**config.mk**
```make
export PLATFORM = sky130hd
export DESIGN_NAME = cart_mapper_detect
export DESIGN_NICKNAME = d
export VERILOG_FILES = /design/src/rtl/cart_mapper_detect_pkg.sv /design/src/rtl/cart_mapper_tally.sv /design/src/rtl/cart_mapper_detect.sv
export SDC_FILE = /design/constraint.sdc
export NUM_CORES = 1
export LEC_CHECK = 0
export CAP_MARGIN = 20
export CELL_PAD_IN_SITES_DETAIL_PLACEMENT = 2
export CELL_PAD_IN_SITES_GLOBAL_PLACEMENT = 2
export CORE_MARGIN = 2
export CORE_UTILIZATION = 40
export DETAILED_ROUTE_END_ITERATION = 8
export PLACE_DENSITY = 0.88
export SLEW_MARGIN = 15
export SYNTH_ARGS = -nofsm -noshare
export SYNTH_HDL_FRONTEND = slang
export SYNTH_SLANG_ARGS = --single-unit
```
**constraint.sdc**
```tcl
create_clock -name clk -period 13.7 [get_ports clk]
set_input_delay 3.425 -clock clk [delete_from_list [all_inputs] [get_ports clk]]
set_output_delay 3.425 -clock clk [all_outputs]
set_load 0.01 [all_outputs]
```
**src/rtl/cart_mapper_detect_pkg.sv**
```systemverilog
// Shared MSX cartridge definitions: mapper codes, detector FSM states and the
// bank-switch target addresses counted by the ROM mapper detector.
package cart_mapper_detect_pkg;

   localparam logic [5:0] MAPPER_LINEAR     = 6'd0;
   localparam logic [5:0] MAPPER_KONAMI     = 6'd1;
   localparam logic [5:0] MAPPER_KONAMI_SCC = 6'd2;
   localparam logic [5:0] MAPPER_ASCII8     = 6'd3;
   localparam logic [5:0] MAPPER_ASCII16    = 6'd4;

   typedef enum logic [2:0] {IDLE, SCAN, SCORE, DECIDE, RESULT} det_state_t;

   localparam int NUM_TARGETS = 11;

   localparam int T_4000 = 0;
   localparam int T_5000 = 1;
   localparam int T_6000 = 2;
   localparam int T_6800 = 3;
   localparam int T_7000 = 4;
   localparam int T_7800 = 5;
   localparam int T_77FF = 6;
   localparam int T_8000 = 7;
   localparam int T_9000 = 8;
   localparam int T_A000 = 9;
   localparam int T_B000 = 10;

   localparam logic [15:0] TALLY_ADDR [NUM_TARGETS] = '{
      16'h4000, 16'h5000, 16'h6000, 16'h6800, 16'h7000, 16'h7800,
      16'h77FF, 16'h8000, 16'h9000, 16'hA000, 16'hB000
   };

endpackage

```
**src/rtl/cart_mapper_tally.sv**
```systemverilog
// Byte-stream snooper: 3-byte window, "LD (nnnn),A" match and one saturating
// hit counter per bank-switch target address.
module cart_mapper_tally
   import cart_mapper_detect_pkg::*;
#(
   parameter int CNT_W = 8
) (
   input  logic             clk,
   input  logic             reset_n,
   input  logic             clear,
   input  logic             wr,
   input  logic [24:0]      wr_addr,
   input  logic [7:0]       wr_data,
   output logic [CNT_W-1:0] counts [NUM_TARGETS]
);

   logic [7:0]  b2, b1, b0;
   logic [24:0] prev_addr;
   logic        gap;
   logic [7:0]  n2, n1;
   logic        match;
   logic [15:0] target;

   // A non-contiguous byte flushes the window so a match never spans a hole.
   always_comb begin
      gap    = (wr_addr != prev_addr + 25'd1);
      n2     = gap ? 8'h00 : b1;
      n1     = gap ? 8'h00 : b0;
      match  = wr && (n2 == 8'h32);
      target = {wr_data, n1};
   end

   // NOTE: sequential state uses non-blocking assignments only, so every
   // register samples the pre-edge values regardless of statement order.
   always_ff @(posedge clk or negedge reset_n) begin
      if (!reset_n) begin
         b2        <= '0;
         b1        <= '0;
         b0        <= '0;
         prev_addr <= '0;
         for (int i = 0; i < NUM_TARGETS; i++) counts[i] <= '0;
      end else if (clear) begin
         b2        <= '0;
         b1        <= '0;
         b0        <= '0;
         prev_addr <= '0;
         for (int i = 0; i < NUM_TARGETS; i++) counts[i] <= '0;
      end else if (wr) begin
         b2        <= n2;
         b1        <= n1;
         b0        <= wr_data;
         prev_addr <= wr_addr;
         for (int i = 0; i < NUM_TARGETS; i++) begin
            if (match && target == TALLY_ADDR[i] && counts[i] != {CNT_W{1'b1}})
               counts[i] <= counts[i] + 1'b1;
         end
      end
   end

endmodule

```
**src/rtl/cart_mapper_detect.sv**
```systemverilog
// Heuristic MSX ROM mapper detector: scores bank-switch writes seen during load.
// Optional header check enabled by defining CART_DETECT_HEADER_EN.
module cart_mapper_detect
   import cart_mapper_detect_pkg::*;
#(
   parameter int          CNT_W      = 8,
   parameter logic [31:0] LINEAR_MAX = 32'h10000
) (
   input  logic        clk,
   input  logic        reset_n,
   input  logic        load_start,
   input  logic        load_done,
   input  logic        wr,
   input  logic [24:0] wr_addr,
   input  logic [7:0]  wr_data,
   output logic        busy,
   output logic        valid,
   output logic [5:0]  mapper,
   output logic        header_ok
);

   localparam int SW = CNT_W + 3;

   det_state_t       state, state_nx;
   logic             scan_wr;
   logic [25:0]      size, addr_p1;
   logic [CNT_W-1:0] counts [NUM_TARGETS];
   logic [SW-1:0]    s_kon, s_scc, s_a8, s_a16;
   logic [SW-1:0]    best_score;
   logic [5:0]       best;

   function automatic logic [SW-1:0] ext(input logic [CNT_W-1:0] c);
      return SW'(c);
   endfunction

   // A restart pulse discards any byte arriving in the same cycle.
   assign scan_wr = wr && (state == SCAN) && !load_start;
   assign addr_p1 = {1'b0, wr_addr} + 26'd1;
   assign busy    = (state == SCAN) || (state == SCORE) || (state == DECIDE);
   assign valid   = (state == RESULT);

   cart_mapper_tally #(.CNT_W(CNT_W)) u_tally (
      .clk     (clk),
      .reset_n (reset_n),
      .clear   (load_start),
      .wr      (scan_wr),
      .wr_addr (wr_addr),
      .wr_data (wr_data),
      .counts  (counts)
   );

   always_ff @(posedge clk or negedge reset_n) begin
      if (!reset_n) state <= IDLE;
      else          state <= state_nx;
   end

   always_comb begin
      state_nx = state;
      if (load_start) state_nx = SCAN;
      else begin
         case (state)
            SCAN:    if (load_done) state_nx = SCORE;
            SCORE:   state_nx = DECIDE;
            DECIDE:  state_nx = RESULT;
            default: state_nx = state;
         endcase
      end
   end

   always_ff @(posedge clk or negedge reset_n) begin
      if (!reset_n)                        size <= '0;
      else if (load_start)                 size <= '0;
      else if (scan_wr && addr_p1 > size)  size <= addr_p1;
   end

   always_ff @(posedge clk or negedge reset_n) begin
      if (!reset_n) begin
         s_kon <= '0;
         s_scc <= '0;
         s_a8  <= '0;
         s_a16 <= '0;
      end else if (state == SCORE) begin
         s_kon <= ext(counts[T_4000]) + ext(counts[T_6000]) + ext(counts[T_8000]) + ext(counts[T_A000]);
         s_scc <= ext(counts[T_5000]) + ext(counts[T_7000]) + ext(counts[T_9000]) + ext(counts[T_B000]);
         s_a8  <= ext(counts[T_6000]) + ext(counts[T_6800]) + ext(counts[T_7000]) + ext(counts[T_7800]);
         s_a16 <= ext(counts[T_6000]) + ext(counts[T_7000]) + ext(counts[T_77FF]);
      end
   end

   `ifdef CART_DETECT_HEADER_EN
   logic [7:0] hdr0, hdr1;
   always_ff @(posedge clk or negedge reset_n) begin
      if (!reset_n) begin
         hdr0 <= '0;
         hdr1 <= '0;
      end else if (load_start) begin
         hdr0 <= '0;
         hdr1 <= '0;
      end else if (scan_wr && wr_addr == 25'd0) hdr0 <= wr_data;
      else if (scan_wr && wr_addr == 25'd1)     hdr1 <= wr_data;
   end
   assign header_ok = (hdr0 == 8'h41) && (hdr1 == 8'h42);
   `else
   logic hdr_q;
   always_ff @(posedge clk or negedge reset_n) begin
      if (!reset_n) hdr_q <= 1'b0;
      else          hdr_q <= 1'b1;
   end
   assign header_ok = hdr_q;
   `endif

   // Strict '>' keeps the earlier candidate on ties: SCC > KONAMI > ASCII8 > ASCII16.
   // NOTE: every variable of this block is assigned first, so no latch is inferred.
   always_comb begin
      best       = MAPPER_KONAMI_SCC;
      best_score = s_scc;
      if (s_kon > best_score) begin
         best       = MAPPER_KONAMI;
         best_score = s_kon;
      end
      if (s_a8 > best_score) begin
         best       = MAPPER_ASCII8;
         best_score = s_a8;
      end
      if (s_a16 > best_score) begin
         best       = MAPPER_ASCII16;
         best_score = s_a16;
      end
      if (best_score == '0 || {6'd0, size} <= LINEAR_MAX) best = MAPPER_LINEAR;
      if (!header_ok) best = MAPPER_LINEAR;
   end

   always_ff @(posedge clk or negedge reset_n) begin
      if (!reset_n)              mapper <= MAPPER_LINEAR;
      else if (state == DECIDE)  mapper <= best;
   end

endmodule

```
Yosys cells after proc, flatten, opt, wreduce, memory -nomap -nowiden

Index checks and enable logic that the tools add are counted.

Add/subtract/negate cells: 24
Order comparisons: 5
Equal/unequal tests: 29
Mux-type cells: 34
Reduce and logical (&&, ||, !) cells: 57

Operators with widths:

| cell                                                   | number |
|---|---|
| two-way mux 88 bit                                     | 2 |
| two-way mux 8 bit                                      | 17 |
| equality test 16 x 15 -> 1 bit (second input constant) | 7 |
| adder 8 x 1 -> 8 bit (second input constant)           | 11 |
| != test 8 bit (second input constant)                  | 11 |
| equality test 16 bit (second input constant)           | 4 |
| two-way mux 26 bit                                     | 2 |
| two-way mux 25 bit                                     | 2 |
| adder 9 x 8 -> 10 bit                                  | 4 |
| adder 8 x 8 -> 9 bit                                   | 4 |
| adder 10 x 8 -> 11 bit                                 | 3 |
| greater-than comparator 11 bit                         | 3 |
| two-way mux 11 bit                                     | 3 |
| adder 25 x 1 -> 26 bit (second input constant)         | 1 |
| greater-than comparator 26 bit                         | 1 |
| <= comparator 26 x 17 -> 1 bit (second input constant) | 1 |
| logical AND 1 bit                                      | 26 |
| nonzero test 2 bit                                     | 13 |
| adder 25 x 1 -> 25 bit (second input constant)         | 1 |
| != test 25 bit                                         | 1 |
| AND reduction 2 bit                                    | 12 |
| two-way mux 6 bit                                      | 2 |
| zero test 11 bit                                       | 1 |
| two-way mux 3 bit                                      | 3 |
| 10 further kinds                                       | 14 |

Register bits: 209
Input port bits: 38
Output and inout port bits: 9
Word-level logic and storage cells: 171

Logic depth before layout (Yosys ltp)

Gate-level depths: netlist (run 1).

Word-level depth: 10
Gate-level depth with buffers: 27
Depth with buffers taken out: 25

By module

Synthesis (run 1) repeated with hierarchy kept, for this count alone.

Cell total of the unflattened synthesis: 1,615
Area, all modules: 14,919.3 sq um

By module, submodules not included:

| module             | times used | cells an instance | area each (sq um) | seq. area each (sq um) |
|---|---|---|---|---|
| cart_mapper_tally  | 1          | 842               | 7,648.6           | 3,228.1 |
| cart_mapper_detect | 1          | 773               | 7,270.7           | 1,826.8 |

Least setup slack after synthesis (run 1)

OpenSTA, ideal clock, no wires.

Path kind: input -> register
Start: in wr_addr[2]
End: reg size[12]
Setup time: 0.125 ns
Data arrival time: 7.182 ns
Required time: 13.575 ns
Setup slack: 6.393 ns
Stages: 18
Path buffers: 2
Cells stage by stage: clkbuf_1 -> and3_1 -> nand3_1 -> nor2_1 -> and4_1 -> nand3_1 -> nor3_1 -> xor2_1 -> ha_1 -> a21o_1 -> a21o_1 -> a21oi_1 -> o21ai_0 -> a2111oi_0 -> o21ai_0 -> o211ai_1 -> clkbuf_1 -> mux2_2

Longest elaborated chain between the ends: 4
Elaborated cells between the ends (all ways): 6
Classes of those cells: add/sub: 1; order compare: 1; mux: 2; reduce/logical: 2

RTL lines:

| element                        | RTL line                 | RTL |
|---|---|---|
| start: declaration             | cart_mapper_detect.sv:14 | `input logic [24:0] wr_addr,` |
| adder 25 x 1 -> 26 bit (*)     | cart_mapper_detect.sv:38 | `assign addr_p1 = {1'b0, wr_addr} + 26'd1;` |
| greater-than comparator 26 bit | cart_mapper_detect.sv:73 | `else if (scan_wr && addr_p1 > size) size <= addr_p1;` |
| logical AND 1 bit              | cart_mapper_detect.sv:73 |  |
| nonzero test 2 bit (no line)   | n/a                      |  |
| end signal: assignment         | cart_mapper_detect.sv:73 |  |
| end: declaration               | cart_mapper_detect.sv:26 | `logic [25:0] size, addr_p1;` |

Every way passes the cells marked *; elsewhere a longest branch is shown, timed or not. The select of a mux whose other input is x is not followed.
A chain may end at the register's enable or synchronous reset.

Final worst setup path (run 1)

Start: in wr_addr[2]
End: reg size[7]

Same word-level chain as after synthesis.

==> summary.txt, run 1 <==
Register Area = 0.00505 sq mm
Vert. Die Dim = 198 um
CTS Sinks = 202
Largest net degree at the start of global routing = 115
XOR/XNOR share of the synthesized area = 0.0453
Endpoints failing setup = 0
I/O Buffers = 43
Postcts setup bufs = 0
CTS tree = built
Flops & latches, synth = 202
Total gr overflow = 0
Max-Slew Margin vs Limit = 0.224
Mux cell area share after synthesis = 0.0670
Area of the multi-input gates = 0.00930 sq mm
Yosys cell types = 66
Drt drc = 0
Vias in the first global route = 14700
Worst VDD drop = 0.120 mV
# resized after CTS = 0
Main synth FF type = dfrtp_1
HPWL Detailed = 37700 um
Crit path required time = 14.12 ns
RSZ-0062 raised after global routing = no
Fill cells = 3952
Routed WL per cell = 24.3 um
Worst EP arrival = 8.45 ns
Post-cts hold buffer count = 0
Largest family of logic cells by synthesized area = simple AND/OR/NAND/NOR gates
Setup crit start kind = input port
Routed WL = 52000 um
Slew Limit Fails = 0
Area leader, netlist = dfrtp_1
Crit path max fanout = 15
Clock Tree Root = clkbuf_16
Rows = 70
CP endpoint kind = register
Synth top area share = 0.336
H-tree depth = 1
Achievable frequency = 125 MHz
Post-layout net count = 1853
Core area = 0.0368 sq mm
Worst-Skew Late Latency = 0.56 ns
PwrDens = 102 mW/mm^2
Avg Cell Area, Syn = 9.10 sq um
Min-delay worst type = reg2reg
First-pass detailed-route iteration total = 5
Simple-Gate Fraction of Synth Area = 0.218
Dominant cells by area after synthesis = dfrtp_1 34%, ha_1 8.6%, fa_1 7.6%
Initial DRC count = 613
# diodes = 0
Max-cap violations = 0
Total power = 1.70 mW
Synthesized area = 0.0150 sq mm
Ys async rst share = 1.00
Total global-route track usage = 0.270
Yosys warns = 0
Static leakage = 7.26 nW
CTS Buf Count = 26
Adder-cell share of the synthesized area = 0.162
Final hold violation count = 0
Via Count = 12900
First-pass GRT wire length = 83200 um
Kind of critical path = in2reg
Tcrit/Tclk final = 0.586
Initial Utilization = 0.408
Min Tclk post-route = 8.02 ns
Gate Count Post-Synth = 1650
Final TNS setup = 0 ns
Synth-to-layout area growth = 11.3%
Sequential-to-total area share from yosys stat = 0.336
Post-synth EDFFs = 0
Worst-Margin Slew = 1.16 ns
Status = finished clean
GPL Wtd Cong = 0.834
Initial antenna violation count = 0
Layout cell share with drive strength beyond 1 = 0.0897
Compound-Gate Fraction of Synth Area = 0.124
Die area = 0.0391 sq mm
Max clock buf depth = 3
Via density = 6.05
Post-route ant nets = 0
Setup Skew = 0.0257 ns
Reg clk slew, reported paths = 0.06 ns
I/O pins = 47
Chip Width = 198 um
## through the flow
| stage | setup slack, ns | utilization | instances | instance area [sq um] | hold slack, ns |
|---|---|---|---|---|---|
| after floorplan | 6.39 | - | 1652 | 15000 | 0.471 |
| after global placement | 5.27 | 0.429 | 2094 | 15800 | 0.491 |
| after detailed placement | 4.87 | 0.429 | 2094 | 15800 | 0.512 |
| after CTS | 5.37 | 0.454 | 2139 | 16700 | 0.526 |
| after global routing | 5.43 | 0.454 | 2140 | 16700 | 0.548 |
| final | 5.68 | 0.454 | 2140 | 16700 | 0.511 |
## cell families (layout without fill, tap and decap cells)
| family | count (synthesis) | count (layout) |
|---|---|---|
| AO/OA/AOI/OAI | 310 | 310 |
| XOR/XNOR | 76 | 76 |
| adder cells (fa/ha/maj) | 160 | 160 |
| buffers and inverters | 172 | 192 |
| flip-flops | 202 | 202 |
| multiplexers | 91 | 91 |
| other | 2 | 4 |
| AND/OR/NAND/NOR | 637 | 637 |
## critical path, stage by stage
cell,delay [ns]
clkdlybuf4s50_1,0.61
and3_1,0.26
nand3_1,0.17
nor2_1,0.20
and4_1,0.29
nand3_1,0.26
nor3_1,0.32
xor2_1,0.30
ha_1,0.32
a21o_1,0.17
a21o_1,0.18
a21oi_1,0.17
o21ai_0,0.18
a2111oi_0,0.38
o21ai_0,0.17
o211ai_1,0.27
buf_4,0.36
mux2_2,0.40
## cell usage after synthesis, drive strengths merged, types with 3 or more instances
library cell / n
or2: 5
a22o: 3
buf: 15
mux2: 77
xor2: 27
nor3b: 7
a31o: 3
o41ai: 9
nand2b: 15
nand3b: 8
o21bai: 7
or3: 27
inv: 92
ha: 103
o21ai: 89
a211oi: 6
nor2: 122
dfrtp: 202
and2: 7
or4: 32
a2111oi: 4
nor4: 33
a31oi: 5
a21boi: 3
nor2b: 43
and3: 26
o21a: 5
or3b: 4
nand3: 57
a2bb2oi: 8
fa: 57
a21oi: 117
a21o: 21
nand2: 175
and4: 6
clkbuf: 65
nand4: 45
xnor2: 48
nor3: 19
o31ai: 15
o31a: 4
mux2i: 14
## layout make-up
cell class / instances / area share
well taps: 468 / 0.0350
clock inverters: 6 / 0.00778
inverters: 92 / 0.0207
clock buffers: 39 / 0.0467
flip-flops and latches: 202 / 0.302
multi-input cells: 1278 / 0.556
repair buffers: 55 / 0.0314
## where the power goes
| part | internal, mW | leakage [nW] | total (mW) | switching (mW) |
|---|---|---|---|---|
| clock network | 0.464 | 0.447 | 0.748 | 0.283 |
| registers | 0.616 | 2.79 | 0.638 | 0.0222 |
| logic | 0.125 | 4.02 | 0.313 | 0.188 |
## path summary, 6_finish.rpt
| kind | endpoint | cells after the start | from | slack [ns] |
|---|---|---|---|---|
| setup reg to reg | mapper[1] | 24 | s_kon[4] | 7.62 |
| setup / recovery | size[7] | 18 | wr_addr[2] | 5.68 |
| max in group asynchronous | u_tally.counts[72] | 3 | reset_n | 8.59 |
| hold reg to reg | mapper[0] | 1 | mapper[0] | 0.51 |
| min in group asynchronous | u_tally.prev_addr[14] | 1 | reset_n | 2.93 |
| hold / removal | mapper[0] | 1 | mapper[0] | 0.51 |
## cells in the final DEF, fill, tap and decap left out, drive strengths merged, types with 19 or more instances in the layout
cell type      instances
dfrtp                202
a21oi                117
nor3                  19
o21ai                 89
clkdlybuf4s50         41
ha                   103
nor4                  33
xnor2                 48
nand4                 45
nor2                 122
mux2                  77
or4                   32
xor2                  27
and3                  26
inv                   92
a21o                  21
or3                   27
nand2                175
nor2b                 43
nand3                 57
clkbuf                41
fa                    57
## sequential cells by signal, summed over array words and instances, names as in the netlist
register / count
u_tally.counts: 88
size: 26
u_tally.prev_addr: 25
s_a16: 10
s_a8: 10
s_kon: 10
s_scc: 10
u_tally.b0: 8
u_tally.b1: 8
mapper: 3
state: 3
header_ok: 1
## routing by layer
metal	up-vias	global-route usage	wire length, um
li1	5839	-	-
met1	6755	0.329	21700
met2	236	0.495	27100
met3	113	0.0274	1420
met4	0	0.0908	1740
met5	-	0	0
No activity file was read; power rests on OpenSTA's default activity.
==> run 2, diff against run 1 <==
==> constraint.sdc (replaced) <==
create_clock -name clk -period 7.8 [get_ports clk]
set_input_delay 1.95 -clock clk [delete_from_list [all_inputs] [get_ports clk]]
set_output_delay 1.95 -clock clk [all_outputs]
set_load 0.01 [all_outputs]
==> run 2 against run 1 <==
Net effect: global-route usage is 0.31 points higher; via count hardly changed; total power is 74% higher; register-to-register slack worse by 5.8 ns; highest routed layer unchanged.
==> summary.txt, run 2 (synthesis gave the netlist of run 1 again) <==
Routed WL = 52300 um
Worst-Margin Slew = 1.11 ns
Routed WL per cell = 24.4 um
Achievable frequency = 149 MHz
Clock Tree Root = clkbuf_16
CP endpoint kind = register
Worst R2R Start = s_kon[4]
Via Count = 12900
Register Area = 0.00505 sq mm
Static leakage = 7.26 nW
Dpl cell area = 0.0158 sq mm
PwrDens = 177 mW/mm^2
Initial DRC count = 544
Total global-route track usage = 0.273
Commonest non-fill, non-tap cell in the layout = dfrtp_1
Post-cts hold buffer count = 0
Endpoints failing setup = 0
Post-route ant nets = 0
Layout cell share with drive strength beyond 1 = 0.0943
Worst reg2reg path endpoint = mapper[0]
Postcts setup bufs = 0
CTS tree = built
Worst-Skew Late Latency = 0.59 ns
Synth-to-layout area growth = 11.4%
Pre-CTS setup slack = 0.701 ns
HPWL Detailed = 36900 um
RSZ-0062 raised after global routing = no
Total power = 2.95 mW
Via density = 6.04
# resized after CTS = 0
Min Tclk post-route = 6.69 ns
CTS Sinks = 202
Initial Utilization = 0.408
Hold path depth = 1
Core area = 0.0368 sq mm
Tcrit/Tclk final = 0.858
Kind of critical path = in2reg
Chip Width = 198 um
Final hold violation count = 0
Area of the multi-input gates = 0.00931 sq mm
Crit path required time = 8.26 ns
Largest Register = u_tally.counts
Die area = 0.0391 sq mm
Finished Cell Area = 0.0167 sq mm
H-tree depth = 1
Worst VDD drop = 0.140 mV
Initial antenna violation count = 0
Largest net degree at the start of global routing = 107
Min-delay worst type = reg2reg
Rows = 70
Max-Slew Margin vs Limit = 0.254
First-pass detailed-route iteration total = 4
First-pass GRT wire length = 84000 um
Finished Layout Cells = 2144
Setup Skew = 0.0455 ns
Fill cells = 3940
GPL Wtd Cong = 0.848
Most frequent cells in the layout = 202 x dfrtp_1, 175 x nand2_1, 122 x nor2_1
I/O Buffers = 43
Setup crit start kind = input port
Post-layout util = 0.455
# diodes = 0
Reg clk slew, reported paths = 0.06 ns
Max clock buf depth = 3
Worst Reg2Reg Path Length in Cells = 23
Slew Limit Fails = 0
FF-to-FF setup slack = 1.79 ns
Largest register FFs = 88
Post-route worst setup slack = 1.11 ns
Drt drc = 0
Vert. Die Dim = 198 um
Crit path max fanout = 17
Post-layout net count = 1854
Vias in the first global route = 14900
Max-cap violations = 0
Worst EP arrival = 7.15 ns
Hold endpoint = mapper[0]
Status = finished clean
Hold_ws = 0.513 ns
Placed insts = 2095
Min-delay src = mapper[0]
Largest registers = u_tally.counts: 88 flops, size: 26 flops, u_tally.prev_addr: 25 flops
CTS Buf Count = 26
Total gr overflow = 0
I/O pins = 47
Final TNS setup = 0 ns
## run 2: metal layers
| layer | part of all wire | vias up | routed length [um] | GRT usage |
|---|---|---|---|---|
| met3 | 0.030 | 87 | 1580 | 0.0278 |
| met5 | 0 | - | 0 | 0 |
| met1 | 0.42 | 6790 | 22000 | 0.335 |
| met4 | 0.023 | 0 | 1210 | 0.0774 |
| met2 | 0.53 | 237 | 27500 | 0.504 |
| li1 | - | 5833 | - | - |
## run 2: report_power, final
| group | switching [mW] | internal, mW |
|---|---|---|
| registers | 0.0394 | 1.08 |
| logic | 0.338 | 0.221 |
| clock network | 0.527 | 0.746 |
| total | 0.905 | 2.05 |
## run 2: worst max-delay path, stage by stage
cell	delay, ns
clkdlybuf4s50_1	0.65
and3_1	0.27
nand3_1	0.15
nor2_1	0.18
and4_1	0.32
nand3_1	0.27
nor3_1	0.33
xor2_1	0.24
ha_1	0.29
a21o_1	0.18
a21o_1	0.18
a21oi_1	0.17
o21ai_0	0.16
a2111oi_0	0.44
o21ai_0	0.22
o211ai_1	0.33
buf_4	0.28
buf_12	0.18
mux2_2	0.35
## run 2: layout make-up
type	instances	share of cell area
inverter	92	0.0206
clock inverter	13	0.00823
tap	468	0.0350
timing repair buffer	56	0.0326
clock buffer	35	0.0451
sequential	202	0.302
multi-input combinational	1278	0.556
## run 2: worst max path at each step
| stage | startpoint | to | slack (ns) | depth (start not counted) |
|---|---|---|---|---|
| after detailed placement | wr_addr[2] | size[2] | 0.70 | 18 |
| after global placement | wr_addr[2] | size[2] | 1.07 | 18 |
| after floorplan | wr_addr[2] | size[12] | 1.97 | 18 |
| after CTS | wr_addr[2] | size[1] | 1.16 | 18 |
| final | wr_addr[2] | size[1] | 1.11 | 19 |
| after global routing | wr_addr[2] | size[1] | 0.55 | 19 |
